File: src/rtl/clock_set_ctrl.sv
// Mode/setting controller for the 24h HH:MM:SS clock: key debounce, RUN/SET cycle,
// 1 Hz tick, single-cycle field load strobes and blink flags for the field being edited.
module clock_set_ctrl #(
  parameter int CLK_HZ          = 50_000_000,
  parameter int DEBOUNCE_CYCLES = 1_000_000,
  parameter int BLINK_HALF      = 12_500_000,
  parameter int TIMEOUT_S       = 10
) (
  input  logic       clk,
  input  logic       rst,
  input  logic       key_mode_n,
  input  logic       key_inc_n,
  input  logic       key_dec_n,
  input  logic [4:0] cur_hour,
  input  logic [5:0] cur_min,
  input  logic [5:0] cur_sec,
  output logic [1:0] mode,
  output logic       tick_1hz,
  output logic       load_en,
  output logic [1:0] load_sel,
  output logic [5:0] load_val,
  output logic [2:0] blank
);

  typedef enum logic [1:0] {
    ST_RUN  = 2'b00,
    ST_HOUR = 2'b01,
    ST_MIN  = 2'b10,
    ST_SEC  = 2'b11
  } state_t;

  localparam int PW = $clog2(CLK_HZ + 1);
  localparam int DW = $clog2(DEBOUNCE_CYCLES + 1);
  localparam int BW = $clog2(BLINK_HALF + 1);
  localparam int TW = $clog2(TIMEOUT_S + 1);

  localparam logic [PW-1:0] PRESC_LAST = PW'(CLK_HZ - 1);
  localparam logic [DW-1:0] DEB_LAST   = DW'(DEBOUNCE_CYCLES - 1);
  localparam logic [BW-1:0] BLINK_LAST = BW'(BLINK_HALF - 1);
  localparam logic [TW-1:0] SEC_LAST   = TW'(TIMEOUT_S - 1);

  // Key order: 0 = mode, 1 = inc, 2 = dec
  logic [2:0] key_raw_n;
  logic [2:0] key_evt;

  assign key_raw_n = {key_dec_n, key_inc_n, key_mode_n};

  genvar gi;
  generate
    for (gi = 0; gi < 3; gi++) begin : g_key
      logic          sync1_q;
      logic          sync2_q;
      logic          lvl_q;
      logic          armed_q;
      logic          evt_q;
      logic [DW-1:0] cnt_q;
      logic          pressed;

      assign pressed = ~sync2_q;

      // Synchronisers reset to "pressed" so a key held through reset cannot look like
      // a fresh press; armed_q only rises once a released sample has actually been seen.
      always_ff @(posedge clk or posedge rst) begin
        if (rst) begin
          sync1_q <= 1'b0;
          sync2_q <= 1'b0;
          lvl_q   <= 1'b0;
          armed_q <= 1'b0;
          evt_q   <= 1'b0;
          cnt_q   <= '0;
        end else begin
          sync1_q <= key_raw_n[gi];
          sync2_q <= sync1_q;
          evt_q   <= 1'b0;
          if (!pressed) begin
            armed_q <= 1'b1;
          end
          if (pressed == lvl_q) begin
            cnt_q <= '0;
          end else if (cnt_q == DEB_LAST) begin
            cnt_q <= '0;
            lvl_q <= pressed;
            evt_q <= pressed & armed_q;
          end else begin
            cnt_q <= cnt_q + DW'(1);
          end
        end
      end

      assign key_evt[gi] = evt_q;
    end
  endgenerate

  state_t        state_q, state_d;
  logic [PW-1:0] presc_q, presc_d;
  logic          tick_q, tick_d;
  logic [PW-1:0] div_q, div_d;
  logic [TW-1:0] sec_q, sec_d;
  logic [BW-1:0] bcnt_q, bcnt_d;
  logic          phase_q, phase_d;
  logic          load_en_q, load_en_d;
  logic [1:0]    load_sel_q, load_sel_d;
  logic [5:0]    load_val_q, load_val_d;

  logic mode_evt;
  logic inc_evt;
  logic dec_evt;
  logic in_set;
  logic any_evt;
  logic adj_evt;
  logic timeout_hit;

  assign mode_evt    = key_evt[0];
  assign inc_evt     = key_evt[1];
  assign dec_evt     = key_evt[2];
  assign in_set      = (state_q != ST_RUN);
  assign any_evt     = |key_evt;
  assign adj_evt     = in_set && !mode_evt && (inc_evt ^ dec_evt);
  assign timeout_hit = in_set && !any_evt && (div_q == PRESC_LAST) && (sec_q == SEC_LAST);

  function automatic logic [5:0] step_wrap(input logic [5:0] v, input logic [5:0] max_v,
                                           input logic up);
    logic [5:0] r;
    if (up) begin
      r = (v >= max_v) ? 6'd0 : v + 6'd1;
    end else begin
      r = ((v == 6'd0) || (v > max_v)) ? max_v : v - 6'd1;
    end
    return r;
  endfunction

  always_comb begin
    state_d    = state_q;
    presc_d    = '0;
    tick_d     = 1'b0;
    div_d      = '0;
    sec_d      = '0;
    bcnt_d     = '0;
    phase_d    = 1'b0;
    load_en_d  = 1'b0;
    load_sel_d = load_sel_q;
    load_val_d = load_val_q;

    if (mode_evt) begin
      case (state_q)
        ST_RUN:  state_d = ST_HOUR;
        ST_HOUR: state_d = ST_MIN;
        ST_MIN:  state_d = ST_SEC;
        default: state_d = ST_RUN;
      endcase
    end else if (timeout_hit) begin
      state_d = ST_RUN;
    end

    // Prescaler restarts from 0 on the cycle RUN is re-entered
    if (state_q == ST_RUN && state_d == ST_RUN) begin
      if (presc_q == PRESC_LAST) begin
        tick_d = 1'b1;
      end else begin
        presc_d = presc_q + PW'(1);
      end
    end

    if (in_set && state_d == state_q && !any_evt) begin
      if (div_q == PRESC_LAST) begin
        sec_d = sec_q + TW'(1);
      end else begin
        div_d = div_q + PW'(1);
        sec_d = sec_q;
      end
    end

    if (in_set && state_d == state_q && !(inc_evt || dec_evt)) begin
      if (bcnt_q == BLINK_LAST) begin
        phase_d = ~phase_q;
      end else begin
        bcnt_d  = bcnt_q + BW'(1);
        phase_d = phase_q;
      end
    end

    if (adj_evt) begin
      load_en_d = 1'b1;
      case (state_q)
        ST_HOUR: begin
          load_sel_d = 2'b10;
          load_val_d = step_wrap({1'b0, cur_hour}, 6'd23, inc_evt);
        end
        ST_MIN: begin
          load_sel_d = 2'b01;
          load_val_d = step_wrap(cur_min, 6'd59, inc_evt);
        end
        default: begin
          load_sel_d = 2'b00;
          load_val_d = step_wrap(cur_sec, 6'd59, inc_evt);
        end
      endcase
    end
  end

  always_ff @(posedge clk or posedge rst) begin
    if (rst) begin
      state_q    <= ST_RUN;
      presc_q    <= '0;
      tick_q     <= 1'b0;
      div_q      <= '0;
      sec_q      <= '0;
      bcnt_q     <= '0;
      phase_q    <= 1'b0;
      load_en_q  <= 1'b0;
      load_sel_q <= 2'b00;
      load_val_q <= 6'd0;
    end else begin
      state_q    <= state_d;
      presc_q    <= presc_d;
      tick_q     <= tick_d;
      div_q      <= div_d;
      sec_q      <= sec_d;
      bcnt_q     <= bcnt_d;
      phase_q    <= phase_d;
      load_en_q  <= load_en_d;
      load_sel_q <= load_sel_d;
      load_val_q <= load_val_d;
    end
  end

  always_comb begin
    blank = 3'b000;
    case (state_q)
      ST_HOUR: blank[2] = phase_q;
      ST_MIN:  blank[1] = phase_q;
      ST_SEC:  blank[0] = phase_q;
      default: blank    = 3'b000;
    endcase
  end

  assign mode     = state_q;
  assign tick_1hz = tick_q;
  assign load_en  = load_en_q;
  assign load_sel = load_sel_q;
  assign load_val = load_val_q;

endmodule

File: config.mk
export PLATFORM = sky130hd
export DESIGN_NAME = clock_set_ctrl
export DESIGN_NICKNAME = d
export VERILOG_FILES = /design/src/rtl/clock_set_ctrl.sv
export SDC_FILE = /design/constraint.sdc
export NUM_CORES = 1
export LEC_CHECK = 0
export ABC_AREA = 1
export BUFFER_PORTS_ARGS = -buffer_cell sky130_fd_sc_hd__buf_2
export CORE_MARGIN = 4
export CORE_UTILIZATION = 38
export CTS_CLUSTER_DIAMETER = 80
export DETAILED_ROUTE_END_ITERATION = 8
export HOLD_SLACK_MARGIN = 0.12
export PLACE_DENSITY_LB_ADDON = 0.08
export SLEW_MARGIN = 40
export SYNTH_ARGS = -nofsm -noshare
export SYNTH_HDL_FRONTEND = slang
export SYNTH_SLANG_ARGS = --single-unit
File: constraint.sdc
create_clock -name clk -period 5.5 [get_ports clk]
set_clock_uncertainty 0.2 [all_clocks]
set_input_delay 0.55 -clock clk [delete_from_list [all_inputs] [get_ports clk]]
set_output_delay 0.55 -clock clk [all_outputs]
set_load 0.02 [all_outputs]
==> results.sh <==
export IMPL_drt_initial_drc_count=657
export IMPL_vias=8460
export IMPL_async_flop_share_pct=100
export IMPL_cts_reportedPaths_clkPinSlew_ns=0.07
export IMPL_cts_resized=0
export IMPL_critical_path_class="reg2reg"
export IMPL_rows=58
export IMPL_whs_ns=0.148
export IMPL_drtPass1Iterations=5
export IMPL_clock_latency_ns=0.43
export IMPL_drcViolationCount=0
export IMPL_grt_pass1_vias=8215
export IMPL_slew_viol_final=0
export IMPL_totalWireLength_mm=23.3
export IMPL_power_w=0.00261
export IMPL_numClockSinks=168
export IMPL_postCtsSetupBuffers=0
export IMPL_syn2layout_area_growth_pct=12.0
export IMPL_numCtsBuffers=17
export IMPL_die_y_um=170
export IMPL_final_core_util_pct=43.8
export IMPL_post_route_period_util_pct=45.8
export IMPL_start_util_pct=39.1
export IMPL_ant_nets=0
export IMPL_htreeDepth=4
export IMPL_crit_arrival_ns=2.65
export IMPL_viasPerCell=4.89
export IMPL_period_minus_slack_ns=2.52
export IMPL_grt_ovfl_total=0
export IMPL_core_area_sq_um=25500
export IMPL_crit_family="simple AND/OR/NAND/NOR gates"
export IMPL_dp_hpwl_mm=17.2
export IMPL_grt_pass1_wl_mm=40.1
export IMPL_yosysSeqAreaShare_pct=42.2
export IMPL_cts_tree="built"
export IMPL_crit_fanout=25
export IMPL_leakagePower_nw=4.95
export IMPL_power_per_cell_area_nw_per_um2=234
export IMPL_syn_area_sq_um=9950
export IMPL_ir_worst_vdd_mv=0.160
export IMPL_max_stage_delay_ns=0.53
export IMPL_postSynthCellCount=1345
export IMPL_gp_congestion=0.863
export IMPL_wl_per_cell_um=13.5
export IMPL_avgSynthCellArea_sq_um=7.40
export IMPL_yosys_warnings=0
export IMPL_cpMaxStageDelayCell="nand4_2"
export IMPL_cp_end_kind="flip-flop"
export IMPL_antenna_found_initial=0
export IMPL_clockBufferDepth=2
export IMPL_drive_gt1_share_pct=9.01
export IMPL_nFillCells=2541
export IMPL_clock_tree_root_cell="clkbuf_16"
export IMPL_clock_fmax_ghz=0.397
export IMPL_status="complete, no violations"
export IMPL_setup_tns_ns=0
export IMPL_io_pins=37
export IMPL_synth_ff_type="dfrtp_1"
export IMPL_path_cells="inv_1, ha_1, nand2_1, o221ai_1, clkinv_1, nand4_2, nor2_1"
export IMPL_synth_most_common_cell="nand2_1"
export IMPL_required_ns=5.63
export IMPL_cts_hold_buf=4
export IMPL_yosysTopAreaCell="dfrtp_1"
export IMPL_synth_edf_count=0
export IMPL_yosysUniqueCellTypes=39
export IMPL_layout_nets=1431
export IMPL_synth_ff_latch_count=168
export IMPL_numPortBuffers=36
export IMPL_start_kind="flip-flop"
export IMPL_hp_class="reg2reg"
export IMPL_die_width_um=170
export IMPL_synth_net_count=1387
export IMPL_grt_max_degree=71
export IMPL_setup_violations=0
export IMPL_drv_cap=0
export IMPL_rsz0062_at_grt="no"
export IMPL_critPathBufInv=2
export IMPL_fp_dieArea_sq_um=28800
export IMPL_slew_headroom_pct=55.3
export IMPL_synthTopCellsByCount="nand2_1 (273), nor2_1 (225), inv_1 (175)"
export IMPL_worst_pin_slew_ns=0.671
export IMPL_insertedDiodeCount=0
export IMPL_grt_use_total_pct=16.6
export IMPL_synth_top_area_share_pct=42.2
export IMPL_synth_area_leaders="dfrtp_1 (42%), nand2_1 (10%), nor2_1 (8.5%)"
export IMPL_final_hold_violation_count=0
cell families after synthesis:
logic type,share of synthesized area (%)
AND/OR/NAND/NOR,36.6
buffers and inverters,7.86
flip-flops,42.2
AO/OA/AOI/OAI,5.12
XOR/XNOR,5.72
adder cells (fa/ha/maj),2.51
cell usage in the layout (no fill, tap or decap), drive strengths merged, types with 21 or more instances in the layout:
cell      n
buf      40
a21oi    34
dfrtp   168
nand4    45
xor2     47
nor2    254
nand3   120
nor3     58
clkbuf   21
inv     177
nand2   280
o21ai    41
power breakdown:
group / total (W) / switching (W) / internal [W]
Clock: 0.00126 / 0.000486 / 0.000778
Sequential: 0.00125 / 0.00000519 / 0.00124
Combinational: 0.000102 / 0.0000707 / 0.0000311
Total: 0.00261 / 0.000562 / 0.00205
cell type report:
| cell class | count | area (sq um) | share of cell area [%] |
|---|---|---|---|
| clock buffers | 21 | 460 | 4.13 |
| clock inverters | 8 | 148 | 1.32 |
| inverters | 179 | 679 | 6.09 |
| multi-input cells | 979 | 4970 | 44.6 |
| flip-flops and latches | 168 | 4200 | 37.7 |
| well taps | 330 | 413 | 3.70 |
| repair buffers | 44 | 274 | 2.46 |
worst paths after layout:
check | start | endpoint | slack (ns) | depth (start not counted)
worst max-delay path | mode[0]$_DFF_PP0_ | bcnt_q[3]$_DFF_PP0_ | 2.98 | 7
worst min-delay path | g_key[2].sync1_q$_DFF_PP0_ | g_key[2].sync2_q$_DFF_PP0_ | 0.15 | 0
worst max register to register | mode[0]$_DFF_PP0_ | bcnt_q[3]$_DFF_PP0_ | 2.98 | 7
worst min register to register | g_key[2].sync1_q$_DFF_PP0_ | g_key[2].sync2_q$_DFF_PP0_ | 0.15 | 0
max in group asynchronous | rst | g_key[1].cnt_q[18]$_DFF_PP0_ | 3.62 | 4
min in group asynchronous | rst | g_key[2].cnt_q[15]$_DFF_PP0_ | 0.48 | 3
registers in the layout, indices dropped and copies added (netlist names), 3 cells and up:
| register | flops |
|---|---|
| g_key.armed_q | 3 |
| presc_q | 26 |
| div_q | 26 |
| g_key.sync2_q | 3 |
| g_key.lvl_q | 3 |
| bcnt_q | 24 |
| sec_q | 4 |
| g_key.sync1_q | 3 |
| g_key.cnt_q | 60 |
| load_val | 6 |
worst reg2reg max path, stage by stage, from the launching register on:
cell,delay [ns]
dfrtp_1,0.48
inv_1,0.13
ha_1,0.41
nand2_1,0.18
o221ai_1,0.14
clkinv_1,0.09
nand4_2,0.53
nor2_1,0.28
routing by layer:
layer,up-vias,wire length [um],global-route usage [%]
li1,4411,-,-
met1,3917,11900,24.3
met2,125,10300,25.9
met3,7,932,3.11
met4,0,126,3.22
met5,-,0,0
stage by stage:
stage,instance area [sq um],instances,setup WS (ns)
2_1_floorplan,9950,1345,0.203
3_3_place_gp,10500,1694,3.06
3_5_place_dp,10500,1695,2.93
4_1_cts,11100,1728,2.90
5_1_grt,11100,1729,2.70
6_report,11100,1729,2.98
No activity file was read; power rests on OpenSTA's default activity.
